<file path="src/rtl/max_num_driver.sv">
// max_num_driver: initiator side of the max_num start/ready handshake.
// It gathers NUM_CLASSES serial scores into a parallel vector, pulses
// mx_start, waits for mx_ready, and then holds the encoded class index
// on a valid/ack output until the consumer takes it.
// Optional feature macro: MAX_NUM_WATCHDOG_EN. When it is defined, WAIT
// gives up after TIMEOUT cycles and reports index 4'hE with an empty one-hot.
//
// Handshakes: a score moves when in_valid && in_ready at a rising clk edge.
// in_ready is high only in COLLECT, and scores are never dropped. A result
// is offered while out_valid is high and retires on the edge where out_ack
// is high. out_valid cannot fall before that edge.
module max_num_driver #(
   parameter int DATA_WIDTH  = 8,
   parameter int NUM_CLASSES = 10,
   parameter int IDX_WIDTH   = 4,
   parameter int TIMEOUT     = 255
) (
   input  logic                                       clk,
   input  logic                                       reset_n,
   input  logic                                       in_valid,
   input  logic [DATA_WIDTH-1:0]                      in_data,
   output logic                                       in_ready,
   output logic [0:NUM_CLASSES-1][DATA_WIDTH-1:0]     mx_matrix,
   output logic                                       mx_start,
   input  logic                                       mx_ready,
   input  logic [NUM_CLASSES-1:0]                     mx_classes,
   output logic                                       out_valid,
   output logic [IDX_WIDTH-1:0]                       out_index,
   output logic [NUM_CLASSES-1:0]                     out_onehot,
   input  logic                                       out_ack,
   output logic                                       busy,
   output logic [1:0]                                 dbg_state
);

   localparam int CNT_W = $clog2(NUM_CLASSES);
   localparam logic [CNT_W-1:0] LAST_CNT = CNT_W'(NUM_CLASSES - 1);

   typedef enum logic [1:0] {
      S_COLLECT = 2'd0,
      S_START   = 2'd1,
      S_WAIT    = 2'd2,
      S_HOLD    = 2'd3
   } state_t;

   state_t                                r_state;
   state_t                                w_next_state;
   logic [CNT_W-1:0]                      r_cnt;
   logic [0:NUM_CLASSES-1][DATA_WIDTH-1:0] r_matrix;
   logic [IDX_WIDTH-1:0]                  r_out_index;
   logic [NUM_CLASSES-1:0]                r_out_onehot;
   logic                                  w_xfer;
   logic                                  w_capture;
   logic                                  w_timeout;
   logic [IDX_WIDTH-1:0]                  w_enc_index;

   // Scores are signed two's complement. They are stored bit-for-bit, so the
   // signedness only matters inside max_num.
   assign in_ready   = (r_state == S_COLLECT);
   assign w_xfer     = in_valid && in_ready;
   assign mx_start   = (r_state == S_START);
   assign out_valid  = (r_state == S_HOLD);
   assign busy       = !((r_state == S_COLLECT) && (r_cnt == '0));
   assign mx_matrix  = r_matrix;
   assign out_index  = r_out_index;
   assign out_onehot = r_out_onehot;
   assign dbg_state  = r_state;

   // Lowest set bit wins. An empty one-hot encodes as all ones.
   always_comb begin
      w_enc_index = '1;
      for (int i = NUM_CLASSES - 1; i >= 0; i--) begin
         if (mx_classes[i]) w_enc_index = IDX_WIDTH'(i);
      end
   end

`ifdef MAX_NUM_WATCHDOG_EN
   localparam logic [7:0] WD_LAST = 8'(TIMEOUT - 1);
   logic [7:0] r_wd_cnt;

   // The watchdog counts cycles spent in WAIT. START clears it, so every
   // WAIT visit begins at zero.
   always_ff @(posedge clk or negedge reset_n) begin
      if (!reset_n)                r_wd_cnt <= '0;
      else if (r_state == S_WAIT)  r_wd_cnt <= r_wd_cnt + 8'd1;
      else                         r_wd_cnt <= '0;
   end
`endif

   // Next-state logic. In START, mx_ready is ignored because a stale
   // high left over from the previous result must not be taken.
   always_comb begin
      w_next_state = r_state;
      w_capture    = 1'b0;
      w_timeout    = 1'b0;
      case (r_state)
         S_COLLECT: if (w_xfer && (r_cnt == LAST_CNT)) w_next_state = S_START;
         S_START:   w_next_state = S_WAIT;
         S_WAIT: begin
            if (mx_ready) begin
               w_next_state = S_HOLD;
               w_capture    = 1'b1;
            end
`ifdef MAX_NUM_WATCHDOG_EN
            else if (r_wd_cnt == WD_LAST) begin
               w_next_state = S_HOLD;
               w_timeout    = 1'b1;
            end
`endif
         end
         S_HOLD:    if (out_ack) w_next_state = S_COLLECT;
         default:   w_next_state = S_COLLECT;
      endcase
   end

   // State register.
   always_ff @(posedge clk or negedge reset_n) begin
      if (!reset_n) r_state <= S_COLLECT;
      else          r_state <= w_next_state;
   end

   // Score collection. The vector stays put until the next vector's first
   // score arrives.
   always_ff @(posedge clk or negedge reset_n) begin
      if (!reset_n) begin
         r_cnt    <= '0;
         r_matrix <= '0;
      end else if (w_xfer) begin
         r_matrix[r_cnt] <= in_data;
         r_cnt           <= (r_cnt == LAST_CNT) ? '0 : r_cnt + CNT_W'(1);
      end
   end

   // Result capture. A normal completion stores the one-hot and its index.
   // A watchdog expiry stores an empty one-hot and index 4'hE.
   always_ff @(posedge clk or negedge reset_n) begin
      if (!reset_n) begin
         r_out_index  <= '0;
         r_out_onehot <= '0;
      end else if (w_capture) begin
         r_out_index  <= w_enc_index;
         r_out_onehot <= mx_classes;
      end else if (w_timeout) begin
         r_out_index  <= IDX_WIDTH'(14);
         r_out_onehot <= '0;
      end
   end

endmodule

</file>
<file path="config.mk">
export PLATFORM = sky130hd
export DESIGN_NAME = max_num_driver
export DESIGN_NICKNAME = d
export VERILOG_FILES = /design/src/rtl/max_num_driver.sv
export SDC_FILE = /design/constraint.sdc
export NUM_CORES = 1
export LEC_CHECK = 0
export BUFFER_PORTS_ARGS = -buffer_cell sky130_fd_sc_hd__buf_2
export CAP_MARGIN = 0
export CORE_UTILIZATION = 53
export CTS_BUF_LIST = sky130_fd_sc_hd__clkbuf_8
export CTS_CLUSTER_SIZE = 14
export DETAILED_ROUTE_END_ITERATION = 8
export PLACE_DENSITY = 0.83
export RECOVER_POWER = 50
export SLEW_MARGIN = 20
export SYNTH_ARGS = -nofsm -noshare
export SYNTH_HDL_FRONTEND = slang
export SYNTH_SLANG_ARGS = --single-unit
</file>
<file path="constraint.sdc">
create_clock -name clk -period 2.4 [get_ports clk]
set_input_delay 0.12 -clock clk [delete_from_list [all_inputs] [get_ports clk]]
set_output_delay 0.12 -clock clk [all_outputs]
set_load 0.01 [all_outputs]
</file>
==> impl_metrics.yaml <==
timing:
  min_period_ns: 2.20
  setup_violations: 0
  tightestPinTransition_ns: 1.59
  hold_ws_ns: 0.0304
  layout_setup_ws_ns: 0.201
  period_share_pct: 91.6
  max_clock_freq_mhz: 455
  slew_viol_final: 63
  rsz0062_at_grt: "false"
  fin_skew_ns: 0.00766
  hold_viol: 0
  tns_ns: 0
  max_slew_margin_pct: -6.02
synth:
  syn_avg_cell_area_um2: 15.4
  syn_inst: 273
  ys_ff_latch: 100
  syn_area_um2: 4200
  synth-seq-area-share_pct: 59.6
  yosysUniqueCellTypes: 36
  ys_warn_count: 0
  syn_nets: 301
final_layout:
  final_nets: 425
  drive_above_1_share_pct: 37.6
  finish.utilization_pct: 64.2
  seq_area_um2: 2500
  diodes: 0
  syn_to_final_growth_pct: 17.5
  multiInputGateArea_um2: 1530
  fill_cells: 633
  stdcell_count: 504
grt:
  grt.met3_usage_pct: 7.37
  grt_pass1_wl_um: 14000
  grt_pass1_vias: 2680
  busiest_layer: "met2"
  globalRouteTotalUtil_pct: 22.1
  antenna_found_initial: 1
  grt.met1_usage_pct: 29.4
  grt_remaining_overflow: 0
  grt_use_met2_pct: 35.7
  grt_max_degree: 64
critical_path:
  critical_path_buf_inv_count: 2
  cp.depth: 5
  timing.rr.end: "dbg_state[1]"
  slowest_stage: "or4_2"
  path_cells: "inv_1 > ha_2 > nand2b_4 > or4_2 > buf_2"
  path_class: "flip-flop to primary output"
  path_max_fanout: 9
  r2r_cells: 6
  slowest_delay_ns: 0.56
  worst_ep_arrival_time_ns: 2.08
  start_kind: "flip-flop"
  r2r_slack_ns: 0.28
  critical_path.endpoint_type: "primary output"
  required_ns: 2.28
  r2r-start: "dbg_state[0]"
  critPathTopFamily: "simple AND/OR/NAND/NOR gates"
hold_path:
  holdCritStartpoint: "mx_classes[8]"
  hold_path_end: "out_onehot[8]"
  hold_path_depth: 2
  hold_path.class: "primary input to flip-flop"
routing:
  route.detailed.drc: 0
  drtIter0Drc: 130
  via_count: 2609
  wire_per_inst_um: 17.3
  dr.pass1.iters: 4
  wl_um: 8700
  avgViaCountPerCell: 5.18
  ant_nets: 0
clocking:
  cts.path.max_buffers: 2
  cts.clk_slew.worst_paths_ns: 0.10
  cts-buffers-inserted: 9
  cts_tree: "yes"
  htreeDepth: 3
  cts-root-buf: "clkbuf_8"
  clock-sinks: 100
  worst_skew_pair.late_latency_ns: 0.36
power_and_ir_drop:
  powerDensity_nw_per_um2: 1280
  worst_ir_drop_vdd_uv: 762
  leakagePower_nw: 2.26
placed_design:
  place.gp.congestion: 0.769
  numPortBuffers: 122
  hpwlAfterDp_um: 6090
  pre_cts_ws_ns: 0.109
  dp.cells: 485
die:
  fp.dieW_um: 91.0
  core_um2: 7690
  start_util_pct: 54.6
  row_count: 32
  die_h_um: 91.0
  die_area_um2: 8280
  io_pins: 123
run_status:
  status: "complete, but fails checks"
  failed_checks: "capacitance limit, slew limit"
flow_run:
  drv_cap: 1
[area by class of cell]
type	instances	share of cell area, %
Inverter	5	0.381
Clock inverter	7	1.50
Multi-Input combinational cell	153	31.0
Tap cell	102	2.59
Clock buffer	9	2.51
Timing Repair Buffer	128	11.3
Sequential cell	100	50.7
[cell usage after synthesis, drive strengths merged]
| master | number | area (um2) |
|---|---|---|
| o221a | 1 | 20.0 |
| and4bb | 1 | 12.5 |
| nor3b | 1 | 7.51 |
| a21oi | 2 | 10.0 |
| nor2b | 5 | 46.3 |
| o31ai | 2 | 15.0 |
| or3b | 1 | 8.76 |
| nand2b | 3 | 26.3 |
| or4b | 1 | 10.0 |
| nor4 | 1 | 21.3 |
| inv | 5 | 18.8 |
| clkdlybuf4s50 | 8 | 90.1 |
| buf | 5 | 56.3 |
| nor3 | 6 | 51.3 |
| a21o | 1 | 7.51 |
| or4 | 2 | 16.3 |
| mux2 | 90 | 1050 |
| nor2 | 6 | 27.5 |
| ha | 5 | 62.6 |
| nand4 | 2 | 12.5 |
| nand3 | 2 | 10.0 |
| nand2 | 10 | 37.5 |
| a22o | 1 | 8.76 |
| xnor2 | 2 | 17.5 |
| o32a | 1 | 10.0 |
| clkbuf | 2 | 8.75 |
| dfrtp | 100 | 2500 |
| o21ai | 7 | 35.0 |
[worst register-to-register path, stage by stage (launching register included)]
cell      delay (ns)
dfrtp_1         0.44
inv_1           0.14
ha_2            0.31
and4bb_2        0.27
nor2b_4         0.31
o221a_4         0.25
mux2_4          0.29
[how the worst max path moves through the flow]
stage,startpoint,to,slack [ns]
detailed placement,dbg_state[0],mx_matrix[78],0.11
finish,dbg_state[0],busy,0.20
global placement,dbg_state[0],mx_matrix[75],0.22
CTS,dbg_state[0],mx_matrix[74],0.09
global route,dbg_state[0],busy,0.1
floorplan,dbg_state[0],mx_matrix[72],0.30
[registers in the layout, indices dropped and copies added (netlist names)]
| signal | flops |
|---|---|
| mx_matrix | 80 |
| out_onehot | 10 |
| out_index | 4 |
| r_cnt | 4 |
| dbg_state | 2 |
[cells in the final DEF, fill, tap and decap left out, drive strengths merged]
| cell | count |
|---|---|
| a21o | 1 |
| a21oi | 2 |
| a22o | 1 |
| and4bb | 1 |
| buf | 30 |
| bufinv | 1 |
| clkbuf | 104 |
| clkinv | 3 |
| clkinvlp | 1 |
| dfrtp | 100 |
| dlygate4sd3 | 3 |
| ha | 5 |
| inv | 7 |
| mux2 | 90 |
| nand2 | 10 |
| nand2b | 3 |
| nand3 | 2 |
| nand4 | 2 |
| nor2 | 6 |
| nor2b | 5 |
| nor3 | 6 |
| nor3b | 1 |
| nor4 | 1 |
| o21ai | 7 |
| o221a | 1 |
| o31ai | 2 |
| o32a | 1 |
| or3b | 1 |
| or4 | 2 |
| or4b | 1 |
| xnor2 | 2 |
[routing by layer]
layer,vias up,share of wire [%]
li1,1201,-
met1,1308,45
met2,87,48
met3,11,6.3
met4,2,0.75
met5,-,0.15
[power by group]
group / internal (mW) / switching, mW
combinational: 1.11 / 1.17
clock: 0.488 / 0.586
sequential: 2.46 / 0.500
total: 4.06 / 2.26
[cell families after synthesis]
group,share of synthesized area [%]
mux,24.9
xor+xnor,0.417
simple gates,6.86
flops,59.6
buf+inv,4.14
fa+ha+maj,1.49
compound gates,2.53
[what timing repair did]
item,CTS,global route
setup buffers,0,0
setup endpoints to repair,0,9
resized for setup,0,2
hold endpoints to repair,64,0
hold buffers,3,0
[per-stage QoR]
step | cell area [um2] | total power, mW
after global placement | 4820 | 5.34
after CTS | 5050 | 6.56
after floorplan | 4200 | 4.43
after global routing | 4930 | 6.70
final | 4930 | 6.32
after detailed placement | 4820 | 5.47
(Power assumes the default switching activity.)
